**src/rtl/uart_tx_buffered_pkg.sv**
```systemverilog
// Shared definitions for the buffered UART transmitter: FSM encoding, frame constants
// and the baud divisor helper.
package uart_tx_buffered_pkg;

  typedef enum logic [1:0] {
    ST_IDLE  = 2'd0,
    ST_START = 2'd1,
    ST_DATA  = 2'd2,
    ST_STOP  = 2'd3
  } tx_state_e;

  localparam int DATA_BITS = 8;
  localparam int STOP_BITS = 1;

  // Clocks per bit; the fractional part is truncated.
  function automatic int baud_div(input int clk_hz, input int baud);
    return clk_hz / baud;
  endfunction

endpackage

```
**src/rtl/uart_tx_buffered_sync_fifo.sv**
```systemverilog
// Show-ahead synchronous FIFO: the head entry is visible on rdata while not empty,
// so a pop and its data are consumed on the same clock edge.
module sync_fifo #(
  parameter  int WIDTH = 8,
  parameter  int DEPTH = 16,
  localparam int AW    = $clog2(DEPTH)
) (
  input  logic             clk,
  input  logic             rst_n,
  input  logic             push,
  input  logic [WIDTH-1:0] wdata,
  input  logic             pop,
  output logic [WIDTH-1:0] rdata,
  output logic             full,
  output logic             empty,
  output logic [AW:0]      count
);

  logic [WIDTH-1:0] mem_q [DEPTH];
  logic [AW-1:0]    wr_ptr_q, wr_ptr_d;
  logic [AW-1:0]    rd_ptr_q, rd_ptr_d;
  logic [AW:0]      count_q, count_d;
  logic             push_ok, pop_ok;

  // A push while full is dropped even if a pop happens in the same cycle.
  assign push_ok = push && !full;
  assign pop_ok  = pop && !empty;

  assign full  = (count_q == (AW + 1)'(DEPTH));
  assign empty = (count_q == '0);
  assign count = count_q;
  assign rdata = mem_q[rd_ptr_q];

  always_comb begin
    wr_ptr_d = wr_ptr_q;
    rd_ptr_d = rd_ptr_q;
    count_d  = count_q;
    if (push_ok) wr_ptr_d = wr_ptr_q + AW'(1);
    if (pop_ok)  rd_ptr_d = rd_ptr_q + AW'(1);
    case ({push_ok, pop_ok})
      2'b10:   count_d = count_q + (AW + 1)'(1);
      2'b01:   count_d = count_q - (AW + 1)'(1);
      default: count_d = count_q;
    endcase
  end

  always_ff @(posedge clk or negedge rst_n) begin
    if (!rst_n) begin
      wr_ptr_q <= '0;
      rd_ptr_q <= '0;
      count_q  <= '0;
    end else begin
      wr_ptr_q <= wr_ptr_d;
      rd_ptr_q <= rd_ptr_d;
      count_q  <= count_d;
    end
  end

  always_ff @(posedge clk) begin
    if (push_ok) mem_q[wr_ptr_q] <= wdata;
  end

endmodule

```
**src/rtl/uart_tx_buffered.sv**
```systemverilog
// Buffered 8N1 UART transmitter: bytes queue in a FIFO and are serialised back to back
// on tx, each bit held for CLK_HZ/BAUD clocks.
module uart_tx_buffered
  import uart_tx_buffered_pkg::*;
#(
  parameter  int CLK_HZ     = 100_000_000,
  parameter  int BAUD       = 9600,
  parameter  int FIFO_DEPTH = 16,
  localparam int DIV        = baud_div(CLK_HZ, BAUD),
  localparam int BW         = $clog2(DIV),
  localparam int CW         = $clog2(FIFO_DEPTH) + 1
) (
  input  logic          clk,
  input  logic          reset,
  input  logic          wr_en,
  input  logic [7:0]    wr_data,
  output logic          full,
  output logic [CW-1:0] count,
  output logic          overflow,
  output logic          busy,
  output logic          tx
);

  tx_state_e     state_q;
  logic [BW-1:0] baud_cnt_q;
  logic [2:0]    bit_idx_q;
  logic [7:0]    shift_q;
  logic          tx_q;
  logic          busy_q;

  logic          fifo_empty;
  logic [7:0]    fifo_rdata;
  logic          baud_done;
  logic          pop;

  sync_fifo #(
    .WIDTH (8),
    .DEPTH (FIFO_DEPTH)
  ) u_fifo (
    .clk   (clk),
    .rst_n (reset),
    .push  (wr_en),
    .wdata (wr_data),
    .pop   (pop),
    .rdata (fifo_rdata),
    .full  (full),
    .empty (fifo_empty),
    .count (count)
  );

  assign baud_done = (baud_cnt_q == BW'(DIV - 1));
  // The next frame is popped either from idle or on the last clock of a stop bit.
  assign pop       = !fifo_empty &&
                     ((state_q == ST_IDLE) || ((state_q == ST_STOP) && baud_done));
  assign overflow  = wr_en && full;
  assign tx        = tx_q;
  assign busy      = busy_q;

  always_ff @(posedge clk or negedge reset) begin
    if (!reset) begin
      state_q    <= ST_IDLE;
      baud_cnt_q <= '0;
      bit_idx_q  <= '0;
      shift_q    <= '0;
      tx_q       <= 1'b1;
      busy_q     <= 1'b0;
    end else begin
      case (state_q)
        ST_IDLE: begin
          tx_q       <= 1'b1;
          busy_q     <= 1'b0;
          baud_cnt_q <= '0;
          if (!fifo_empty) begin
            shift_q   <= fifo_rdata;
            tx_q      <= 1'b0;
            busy_q    <= 1'b1;
            bit_idx_q <= '0;
            state_q   <= ST_START;
          end
        end
        ST_START: begin
          if (baud_done) begin
            baud_cnt_q <= '0;
            tx_q       <= shift_q[0];
            state_q    <= ST_DATA;
          end else begin
            baud_cnt_q <= baud_cnt_q + BW'(1);
          end
        end
        ST_DATA: begin
          if (baud_done) begin
            baud_cnt_q <= '0;
            if (bit_idx_q == 3'(DATA_BITS - 1)) begin
              tx_q    <= 1'b1;
              state_q <= ST_STOP;
            end else begin
              shift_q   <= {1'b0, shift_q[7:1]};
              tx_q      <= shift_q[1];
              bit_idx_q <= bit_idx_q + 3'd1;
            end
          end else begin
            baud_cnt_q <= baud_cnt_q + BW'(1);
          end
        end
        ST_STOP: begin
          if (baud_done) begin
            baud_cnt_q <= '0;
            if (!fifo_empty) begin
              shift_q   <= fifo_rdata;
              tx_q      <= 1'b0;
              bit_idx_q <= '0;
              state_q   <= ST_START;
            end else begin
              busy_q  <= 1'b0;
              state_q <= ST_IDLE;
            end
          end else begin
            baud_cnt_q <= baud_cnt_q + BW'(1);
          end
        end
        default: begin
          tx_q    <= 1'b1;
          busy_q  <= 1'b0;
          state_q <= ST_IDLE;
        end
      endcase
    end
  end

endmodule

```
**config.mk**
```make
export PLATFORM = sky130hd
export DESIGN_NAME = uart_tx_buffered
export DESIGN_NICKNAME = d
export VERILOG_FILES = /design/src/rtl/uart_tx_buffered_pkg.sv /design/src/rtl/uart_tx_buffered_sync_fifo.sv /design/src/rtl/uart_tx_buffered.sv
export SDC_FILE = /design/constraint.sdc
export NUM_CORES = 1
export LEC_CHECK = 0
export CAP_MARGIN = 15
export CORE_MARGIN = 2
export CORE_UTILIZATION = 40
export CTS_BUF_LIST = sky130_fd_sc_hd__clkbuf_4
export DETAILED_ROUTE_END_ITERATION = 10
export PLACE_DENSITY_LB_ADDON = 0.12
export SYNTH_ARGS = -nofsm -noshare
export SYNTH_HDL_FRONTEND = slang
export SYNTH_HIERARCHICAL = 1
export SYNTH_SLANG_ARGS = --single-unit
```
**constraint.sdc**
```tcl
create_clock -name clk -period 9.9 [get_ports clk]
set_clock_uncertainty 0.2 [all_clocks]
set_input_delay 1.98 -clock clk [delete_from_list [all_inputs] [get_ports clk]]
set_output_delay 1.98 -clock clk [all_outputs]
set_load 0.02 [all_outputs]
```
==> summary.md <==
| Metric | Value |
|---|---|
| Outcome | `finished, final reports clean` |
| Net Count, Synth | `527` |
| Max Cap Viol | `0` |
| Slew margin rel. | `32.7%` |
| H-tree levels | `4` |
| Max stage delay cell, worst path | `clkdlybuf4s50_1` |
| Ranking of synthesized cells by area | `edfxtp_1 (51%), dfrtp_1 (14%), mux4_2 (4.8%)` |
| Gpl congestion | `0.760` |
| Hold bufs inserted after CTS | `0` |
| Worst-Margin Slew | `1010 ps` |
| CTS tree | `built` |
| Final Setup Violations | `0` |
| DRT antenna net count | `0` |
| WHS | `between 200 and 300 ps` |
| Iteration-0 DRC Markers | `around 180` |
| Clock transition at the registers of the reported paths | `160 ps` |
| Slew Viols, Final | `0` |
| Initial antenna violation count | `1` |
| Rows | `50` |
| Critical path startpoint category | `primary input` |
| Internal Dissipation | `1040 µW` |
| IR Drop Worst-Case VDD | `0.0911 mV` |
| Synth warnings | `6` |
| CTS Sinks | `170` |
| WL/cell | `19.5 µm` |
| Worst Setup SP | `wr_en` |
| Min Tclk post-route | `5340 ps` |
| Fill cell count | `1672` |
| Die Area | `between 15000 and 20000 µm²` |
| WL final | `14900 µm` |
| Via count | `roughly 4000` |
| Total track usage | `between 15 and 20%` |
| Tcrit/Tclk final | `53.9%` |
| Synth Cell Area | `about 7500 µm²` |
| Die width | `141 µm` |
| Starting density of the core | `40.4%` |
| Via density per instance | `5.29` |
| Post-synth top area share | `51.3%` |
| Largest net degree at the start of global routing | `between 50 and 60` |
| Clk pwr share | `about 28%` |
| Part of the power in registers | `59.0%` |
| Worst reg-to-reg setup slack | `5990 ps` |
| Syn avg cell area | `15.1 µm²` |
| Vert. Die Dim | `between 100 and 150 µm` |
| Unrepaired setup endpoints after global routing | `false` |
| FF-to-FF path depth | `13` |
| Critical Path RT | `7720 ps` |
| Logic pwr share | `13.2%` |
| Fmax | `187 MHz` |
| Total setup buffers inserted after CTS | `0` |
| P&R area growth vs syn | `9.01%` |
| Final #Nets | `approximately 550` |
| Worst setup path end | `overflow` |
| Synth Flop Type | `edfxtp_1` |
| WS Path Type | `primary input to output port` |
| First-pass iteration count of the detailed router | `4` |
| First-pass GRT wire length | `23600 µm` |
| Hold WC Path Type | `flip-flop to flip-flop` |
| Data arrival, critical path | `about 3200 ps` |
| Hpwl dp | `around 9800 µm` |
| Resized cells post-CTS | `0` |
| Gate Count Post-Synth | `between 400 and 500` |
| Buf+Inv Stages, Crit Path | `2` |
| Most frequent cell after synthesis | `edfxtp_1` |
| Number of synthesized flops with an enable pin | `128` |
| Core Region | `18500 µm²` |
| CTS Buf Count | `17` |
| Crit. End Element | `output port` |
| PwrDens | `around 180 nW/µm²` |
| CP top delay family | `buffers and inverters` |
| Synth async-reset ratio | `24.7%` |
| Biggest area consumer among synthesized cells | `edfxtp_1` |
| DRC | `0` |
| Switching part of the total | `30.1%` |
| Post-Route Utilization | `around 44%` |
| Critical path's most frequent cell | `clkdlybuf4s50_1` |
| Layout cells sized above 1 | `17.2%` |
| P_leak | `0.00307 µW` |
| Stages on worst setup path | `3` |
| Synth top cells by count | `edfxtp_1 (128), dfrtp_1 (41), nor2_1 (30)` |
| I/O Pins | `20` |
| DP Cell Count | `731` |
| Hold Violations, Final | `0` |
| Buffer levels on the longest clock path | `2` |
| Setup TNS | `0 ps` |
| Yosys reg bits | `between 150 and 200` |
| Unique masters post-synth | `53` |
| Clock latency on the worst-skew pair | `560 ps` |
| Crit-path max FO | `2` |
| I/O Buffers | `19` |
| Total net switching power | `448 µW` |
| Vias in the first global route | `4166` |
| Worst r2r src | `baud_cnt_q[10]` |
| CP cell instances | `clkdlybuf4s50_1, and2_1, clkdlybuf4s50_1` |
| Total gr overflow | `0` |
| Layout Cells excl Fill | `764` |
| Max incr delay on CP | `roughly 590 ps` |
| Reg-to-reg endpoint | `u_fifo/count[4]` |
| Root Driver | `clkbuf_4` |
| Sequential fraction of the synthesis area | `roughly 65%` |
==> tightest hold or removal path, stage by stage, from the launching register on <==
cell	delay, ps
dfstp_2	400
inv_1	40
mux2i_1	50
==> final cells by class <==
type / instances / area, µm² / area share, %
diodes: 1 / 2.50 / 0.0307
flip-flops and latches: 170 / 4900 / 60.0
well taps: 234 / 293 / 3.59
multi-input cells: 288 / 2370 / 29.0
clock buffers: 17 / 128 / 1.56
inverters: 14 / 52.6 / 0.644
clock inverters: 15 / 189 / 2.31
repair buffers: 25 / 230 / 2.82
==> layout by cell type, fill, tap and decap left out, drive strengths merged, types with 11 or more instances in the layout <==
cell type / count
a21oi: 16
clkbuf: 17
clkdlybuf4s50: 18
dfrtp: 41
edfxtp: 128
ha: 18
inv: 21
mux2: 24
mux2i: 26
mux4: 16
nand2: 30
nand3: 11
nor2: 30
o21ai: 21
xnor2: 14
==> worst min-delay path by stage <==
stage | cells past startpoint | from | endpoint | slack [ps]
2_1_floorplan | 1 | baud_cnt_q[0] | baud_cnt_q[0] | 250
3_3_place_gp | 2 | tx | tx | 260
3_5_place_dp | 2 | tx | tx | 260
4_1_cts | 2 | tx | tx | 280
5_1_grt | 2 | tx | tx | 300
6_report | 2 | tx | tx | 280
==> power by group through the flow <==
stage / registers, µW / clock network (µW) / logic, µW
finish: 877 / 414 / 196
global route: 885 / 460 / 217
CTS: 878 / 429 / 199
detailed placement: 894 / 0 / 198
global placement: 891 / 0 / 196
floorplan: 888 / 0 / 119
==> per-layer routing <==
layer / track usage, % / up-vias / part of all wire (%)
li1: - / 1911 / -
met1: 21.4 / 2078 / 46
met2: 26.2 / 42 / 50
met3: 3.36 / 13 / 3.0
met4: 4.47 / 0 / 1.2
met5: 0 / - / 0
==> state kept, by name, indices dropped and copies added (netlist names) <==
signal and flops:
bit_idx_q 3, u_fifo/count 5, u_fifo/mem_q 128, u_fifo/rd_ptr_q 4, u_fifo/wr_ptr_q 4, baud_cnt_q 14, busy 1, shift_q 8
tx 1, state_q 2
==> logic make-up (layout without fill, tap and decap cells) <==
logic type                 Yosys count  count (layout)  synth area share, %
other                                0               1                    0
buffers and inverters               39              71                 2.96
xor gates and xnor gates            22              22                 2.57
adders and majority gates           19              19                 3.27
and+or+nand+nor                    118             118                 8.37
AOI/OAI and AO/OA                   63              63                 5.50
muxes                               66              66                 11.9
DFF                                170             170                 65.4
==> per-stage QoR <==
step / instance area [µm²] / setup slack [ps] / total power [µW]
6_report: 8160 / 4560 / 1490
5_1_grt: 8160 / 4480 / 1560
4_1_cts: 8160 / 4560 / 1510
3_5_place_dp: 7840 / 4560 / 1090
3_3_place_gp: 7840 / 4550 / 1090
2_1_floorplan: 7490 / 5520 / 1010
Note: power is estimated with default switching activity, not from simulation.
